===== config.mk =====
export PLATFORM = sky130hd
export DESIGN_NAME = ysyx_ifq
export DESIGN_NICKNAME = d
export VERILOG_FILES = /design/src/rtl/ysyx_ifq_pkg.sv /design/src/rtl/ysyx_ifq.sv
export SDC_FILE = /design/constraint.sdc
export NUM_CORES = 1
export LEC_CHECK = 0
export CAP_MARGIN = 10
export CORE_AREA = 4 4 169 203
export DETAILED_ROUTE_END_ITERATION = 12
export DIE_AREA = 0 0 173 207
export DONT_BUFFER_PORTS = 1
export HOLD_SLACK_MARGIN = 0.02
export PLACE_DENSITY_LB_ADDON = 0.08
export SYNTH_ARGS = -nofsm -noshare
export SYNTH_HDL_FRONTEND = slang
export SYNTH_SLANG_ARGS = --single-unit

===== constraint.sdc =====
create_clock -name clock -period 7.15 [get_ports clock]
set_input_delay 1.0725 -clock clock [delete_from_list [all_inputs] [get_ports clock]]
set_output_delay 1.0725 -clock clock [all_outputs]
set_load 0.05 [all_outputs]

===== src/rtl/ysyx_ifq_pkg.sv =====
// Shared types and defaults for the instruction fetch queue.
package ysyx_ifq_pkg;

    localparam int YSYX_XLEN      = 32;
    localparam int YSYX_IFQ_DEPTH = 4;

    // One fetched instruction together with its prediction and fault info.
    typedef struct packed {
        logic [31:0]          inst;
        logic [31:0]          pc;
        logic [YSYX_XLEN-1:0] pnpc;
        logic                 trap;
        logic [YSYX_XLEN-1:0] cause;
    } ifq_entry_t;

    // Pointer width: index bits plus one wrap bit.
    function automatic int ifq_ptr_w(input int depth);
        return $clog2(depth) + 1;
    endfunction

endpackage


===== src/rtl/ysyx_ifq.sv =====
// Instruction fetch queue: circular buffer between IFU fetch and the IDU latch.
// Latency: 1 cycle enqueue-to-output, no bypass even when empty.
// Backpressure: in_ready depends only on registered state and flush_pipe, never on out_ready.
module ysyx_ifq
    import ysyx_ifq_pkg::*;
#(
    parameter int DEPTH = YSYX_IFQ_DEPTH,
    parameter int XLEN  = YSYX_XLEN
) (
    input  logic                   clock,
    input  logic                   reset,
    input  logic                   flush_pipe,
    input  logic                   in_valid,
    output logic                   in_ready,
    input  logic [31:0]            in_inst,
    input  logic [31:0]            in_pc,
    input  logic [XLEN-1:0]        in_pnpc,
    input  logic                   in_trap,
    input  logic [XLEN-1:0]        in_cause,
    output logic                   out_valid,
    input  logic                   out_ready,
    output logic [31:0]            out_inst,
    output logic [31:0]            out_pc,
    output logic [XLEN-1:0]        out_pnpc,
    output logic                   out_trap,
    output logic [XLEN-1:0]        out_cause,
    output logic [$clog2(DEPTH):0] count
);

    localparam int AW = $clog2(DEPTH);
    localparam int PW = ifq_ptr_w(DEPTH);

    // Local copy of the entry layout so XLEN may be overridden per instance.
    typedef struct packed {
        logic [31:0]     inst;
        logic [31:0]     pc;
        logic [XLEN-1:0] pnpc;
        logic            trap;
        logic [XLEN-1:0] cause;
    } entry_t;

    entry_t        mem [DEPTH];
    entry_t        head_e;
    logic [PW-1:0] head;
    logic [PW-1:0] tail;
    logic          trap_block;
    logic          empty;
    logic          full;
    logic          enq;
    logic          deq;

    assign empty     = (head == tail);
    assign full      = (head[AW-1:0] == tail[AW-1:0]) && (head[AW] != tail[AW]);
    assign in_ready  = !full && !trap_block && !flush_pipe;
    assign out_valid = !empty && !flush_pipe;
    assign enq       = in_valid && in_ready;
    assign deq       = out_valid && out_ready;
    assign count     = tail - head;

    assign head_e    = mem[head[AW-1:0]];
    assign out_inst  = head_e.inst;
    assign out_pc    = head_e.pc;
    assign out_pnpc  = head_e.pnpc;
    assign out_trap  = head_e.trap;
    assign out_cause = head_e.cause;

    always_ff @(posedge clock or posedge reset) begin
        if (reset) begin
            head       <= '0;
            tail       <= '0;
            trap_block <= 1'b0;
        end else if (flush_pipe) begin
            head       <= '0;
            tail       <= '0;
            trap_block <= 1'b0;
        end else begin
            if (enq) begin
                tail <= tail + PW'(1);
                // A faulting fetch ends the useful stream until the redirect flush.
                if (in_trap) begin
                    trap_block <= 1'b1;
                end
            end
            if (deq) begin
                head <= head + PW'(1);
            end
        end
    end

    // Payload storage is not reset; it is only observed while out_valid is high.
    always_ff @(posedge clock) begin
        if (enq) begin
            mem[tail[AW-1:0]] <= '{inst: in_inst, pc: in_pc, pnpc: in_pnpc,
                                   trap: in_trap, cause: in_cause};
        end
    end

endmodule


# ---- Word-level counts from Yosys, hierarchy flattened
# Memory sizes are Yosys's and may differ from the RTL's.
# Cells that the tools add are included.
dict set report totals {
  mem_count 1
  elab_cells 33
  output_inout_bits 134
  in_bits 134
  register_bits 7
  ram_bits 516
}
# name depth word_bits rd rd_clocked_by_memory_dff write_ports line_no
set memory_table {}
lappend memory_table {mem 4 129 1 0 1 ysyx_ifq.sv:42} ;# entry_t mem [DEPTH];
dict set report classes {
  n_addsub 3
  eq_ne 3
  reduce_logical 14
  mux 9
}
# operator count
set op_table {}
lappend op_table {{$mux 3} 4}
lappend op_table {{$add 3x1->3 const B} 2}
lappend op_table {{$logic_and 1x1->1} 6}
lappend op_table {{$reduce_bool 2->1} 3}
lappend op_table {{$mux 1} 5}
lappend op_table {{$logic_not 1->1} 4}
lappend op_table {{$eq 3x3->1} 1}
lappend op_table {{$sub 3x3->3} 1}
lappend op_table {{$eq 2x2->1} 1}
lappend op_table {{$reduce_and 2->1} 1}
lappend op_table {{$ne 1x1->1} 1}

# ---- Depth between registers and ports, before layout
dict set report logic_depth {
  depth_word 8
  mapped_depth 7
}

# ---- Least setup slack after synthesis
# OpenSTA, ideal clock, no wires.
dict set report synth_path {
  path_type {register -> register}
  startpoint {reg head[1]}
  endpoint {mem mem[0][0] (netlist name), enable pin}
  setup_time_ns 0.505
  n_path_buf 2
  slack_ns 0.796
  path_stages_with_launch 7
  arrival_ns 5.850
  period_less_slack_ns 6.354
  path_cell_list {dfrtp_1 > buf_2 > buf_2 > inv_1 > ha_1 > a311oi_1 > and3_1}
}
dict set report synth_via {
  elab_chain_len 8
}
# element line_no
set synth_rtl {}
lappend synth_rtl {{start, declared} ysyx_ifq.sv:44} ;# logic [PW-1:0] head;
lappend synth_rtl {{start signal, assigned} ysyx_ifq.sv:85} ;# head <= head + PW'(1);
lappend synth_rtl {{$eq 2x2->1} ysyx_ifq.sv:53} ;# assign full = (head[AW-1:0] == tail[AW-1:0]) && (head[AW] != tail[AW]);
lappend synth_rtl {{$logic_and 1x1->1} ysyx_ifq.sv:53}
lappend synth_rtl {{$logic_not 1->1} ysyx_ifq.sv:54} ;# assign in_ready = !full && !trap_block && !flush_pipe;
lappend synth_rtl {{$logic_and 1x1->1 (2 in a row)} ysyx_ifq.sv:54}
lappend synth_rtl {{via in_ready} ysyx_ifq.sv:14} ;# output logic in_ready,
lappend synth_rtl {{$logic_and 1x1->1} ysyx_ifq.sv:56} ;# assign enq = in_valid && in_ready;
lappend synth_rtl {{$mux 1} ysyx_ifq.sv:92} ;# if (enq) begin
lappend synth_rtl {{$mux 1 (not written as such)} ysyx_ifq.sv:93} ;# mem[tail[AW-1:0]] <= '{inst: in_inst, pc: in_pc, pnpc: in_pnpc,
lappend synth_rtl {{end, declared} ysyx_ifq.sv:42}
# The timed path passes the listed nets, and every way through them passes these cells.

# ---- Worst setup path after layout
dict set report layout_path {
  startpoint {reg head[1]}
  endpoint {mem mem[2][124] (netlist name), enable pin}
}
# Same word-level chain as after synthesis.

==> out/results.tsv <==
stage	metric	value	unit
global_routing	grt total ovfl	0	
clock_tree	Worst-Skew Late Latency	0.56	ns
logic_synthesis	syn_area_per_cell	26.1	sq um
timing	unrepaired setup endpoints after global routing	no	
placement	hpwl dp	19500	um
power_and_ir_drop	Peak VDD IR	0.288	mV
logic_synthesis	top post-synthesis cells by area	edfxtp_1 81%, mux4_2 15%, dfrtp_1 0.91%	
logic_synthesis	Yosys cell types	29	
power_and_ir_drop	Pleak	0.00644	uW
global_routing	pin count of the biggest net entering global routing	133	
route	Met2 Routed Length	17200	um
floorplanning	DIE AREA	35800	sq um
timing	setup_tns	0	ns
hold_path	Worst Hold Class	input port to asynchronous set/reset pin	
clock_tree	setup bufs post-CTS	0	
placement	DP Area	19600	sq um
route	Initial DRC Count	584	
route	WL final	33200	um
flow_run	maxcap violations	0	
worst_setup_path	slowest CP cell	dfrtp_4	
global_routing	first-pass GRT wire length	50500	um
worst_setup_path	crit path DAT	4.81	ns
timing	worst clock skew	0.0197	ns
worst_setup_path	CP required	7.34	ns
route	vias per inst	6.18	
timing	Slew @ Worst Pin	1.14	ns
logic_synthesis	mapped cell area	19200	sq um
clock_tree	Clock Sinks	523	
layout	final cell count without fillers	1208	
logic_synthesis	ys async rst share	1.34	%
layout	layout cell share with drive strength beyond 1	27.0	%
logic_synthesis	Syn Nets	876	
placement	cell count after placement	1118	
route	Highest Signal Layer	met4	
worst_setup_path	critical path class	flop to flop	
logic_synthesis	synth cell count leaders	516 x edfxtp_1, 129 x mux4_2, 14 x buf_2, 10 x buf_6, 9 x inv_1	
timing	worst relative slew slack	23.9	%
clock_tree	post_cts resized	0	
route	met3 wire length	3490	um
worst_setup_path	critical path, cell by cell	inv_1 > ha_1 > a311oi_2 > and3_4 > buf_12	
placement	GPL Wtd Cong	0.813	
clock_tree	TritonCTS clock tree	done	
route	Routed met1 length	11600	um
logic_synthesis	area leader, netlist	edfxtp_1	
layout	register area	15700	sq um
outcome	status	complete, no violations	
worst_setup_path	slowest stage delay, CP	1.07	ns
clock_tree	clock edge transition at the registers on the reported setup and hold paths	0.06	ns
floorplanning	Top Ports	268	
timing	Period minus WS final	4.62	ns
layout	post-route cell area	21200	sq um
logic_synthesis	register area share after synthesis	81.8	%
timing	Final setup viols	0	
logic_synthesis	Post-synth EDFFs	516	
worst_setup_path	Startpoint Class	flop	
clock_tree	clk buf depth	3	
route	DRC Markers	0	
floorplanning	core area	32300	sq um
layout	FILL cells	2001	
logic_synthesis	top_reg_cell synth	edfxtp_1	
route	first-pass detailed-route iteration total	5	
route	remaining antenna violation count	0	
logic_synthesis	FF+latch count, synth	523	
power_and_ir_drop	Power Density	358	nW/um^2
clock_tree	# hold bufs at CTS	0	
logic_synthesis	Mapped Cells	734	
global_routing	GRT Overall Usage	18.6	%
logic_synthesis	most numerous cell in the Yosys netlist	edfxtp_1	
layout	nets@finish	904	
floorplanning	Starting Density	59.4	%
timing	final clock period utilization by the worst path	64.6	%
placement	I/O Buffers	0	
worst_setup_path	R2R cell count	5	
global_routing	initial antenna violation count	0	
timing	Slew Viols, Final	0	
route	routed len/inst	27.4	um
timing	Max Clk Rate	0.216	GHz
logic_synthesis	share of Yosys cell area claimed by the top area cell type	80.9	%
layout	area of the multi-input gates	3280	sq um
clock_tree	Clock Tree Root	clkbuf_16	
logic_synthesis	Yosys warnings	0	
layout	Layout area overhead	10.4	%
floorplanning	Die Y-Extent	207	um
worst_setup_path	crit-path max FO	80	
worst_setup_path	Worst Setup End Kind	flop	
timing	final hold vios	0	
global_routing	vias in the first global route	8028	
clock_tree	CTS buffer count	49	
floorplanning	Chip Width	173	um
floorplanning	Rows	72	
clock_tree	htree depth	2	
route	via count	7470	
layout	antenna diode count	0	
-- state kept, by name (all words and copies together), names as in the netlist --
register / flops
tail: 3
trap_block: 1
mem: 516
head: 3
-- final timing paths --
check	end	start	slack, ns
max	mem[2][124]$_DFFE_PP_	head[1]$_DFFE_PP0P_	2.53
min	trap_block$_DFFE_PP0P_	reset	0.34
max reg2reg	mem[2][124]$_DFFE_PP_	head[1]$_DFFE_PP0P_	2.53
min reg2reg	trap_block$_DFFE_PP0P_	trap_block$_DFFE_PP0P_	0.55
max in group asynchronous	head[0]$_DFFE_PP0P_	reset	6.56
min in group clock	trap_block$_DFFE_PP0P_	trap_block$_DFFE_PP0P_	0.55
-- power by group --
group / switching (uW) / total, uW / internal, uW
logic: 1180 / 1590 / 404
clock network: 1020 / 2460 / 1440
registers: 43.9 / 3530 / 3490
total: 2240 / 7580 / 5330
-- worst max-delay path: cells and delay by family (launching register included) --
kind	cells	cell delay, ns
buffers and inverters	2	0.77
and+or+nand+nor	1	0.88
AOI/OAI and AO/OA	1	0.99
adders and majority gates	1	0.44
DFF	1	1.07
-- layout make-up --
class	instances	area share [%]
flip-flops and latches	523	74.1
multi-input cells	172	15.5
clock buffers	60	6.19
well taps	407	2.41
clock inverters	30	1.16
repair buffers	7	0.485
inverters	9	0.160
-- routing by layer --
layer	up-vias	global-route usage, %
met5	-	0
met3	63	8.30
li1	3219	-
met1	3918	22.0
met4	0	5.64
met2	270	31.1
-- layout by cell type (no fill, tap or decap), types with 2 or more instances in the layout --
cell,netlist,routed
clkinv_2,0,11
clkbuf_16,0,51
inv_1,9,9
clkinv_1,0,12
and3_4,0,3
buf_12,0,4
mux2_2,3,3
mux4_2,129,129
dfrtp_4,0,2
a31oi_1,2,2
edfxtp_1,516,516
bufinv_16,0,4
dfrtp_1,7,5
buf_4,0,3
ha_1,7,7
nor2_1,6,6
clkbuf_1,3,9
o21a_1,2,2
nand2_1,4,4
nor2b_1,2,2
-- logic make-up after synthesis --
logic type      Yosys count  synth area share, %
flops                   523                 81.8
buf+inv                  39                 1.25
xor+xnor                  2                0.131
simple gates             19                0.496
fa+ha+maj                 8                0.561
compound gates           10                0.405
mux                     133                 15.4
-- per-stage QoR --
| step | util [%] | total power, uW | hold slack [ns] | setup slack (ns) |
|---|---|---|---|---|
| floorplan | - | 5050 | 0.478 | 0.796 |
| global placement | 60.8 | 5190 | 0.514 | 2.65 |
| detailed placement | 60.8 | 5210 | 0.535 | 2.51 |
| CTS | 65.6 | 7670 | 0.324 | 2.48 |
| global route | 65.6 | 7860 | 0.341 | 2.30 |
| finish | 65.6 | 7580 | 0.340 | 2.53 |
Power figures use the tool's default switching activity.
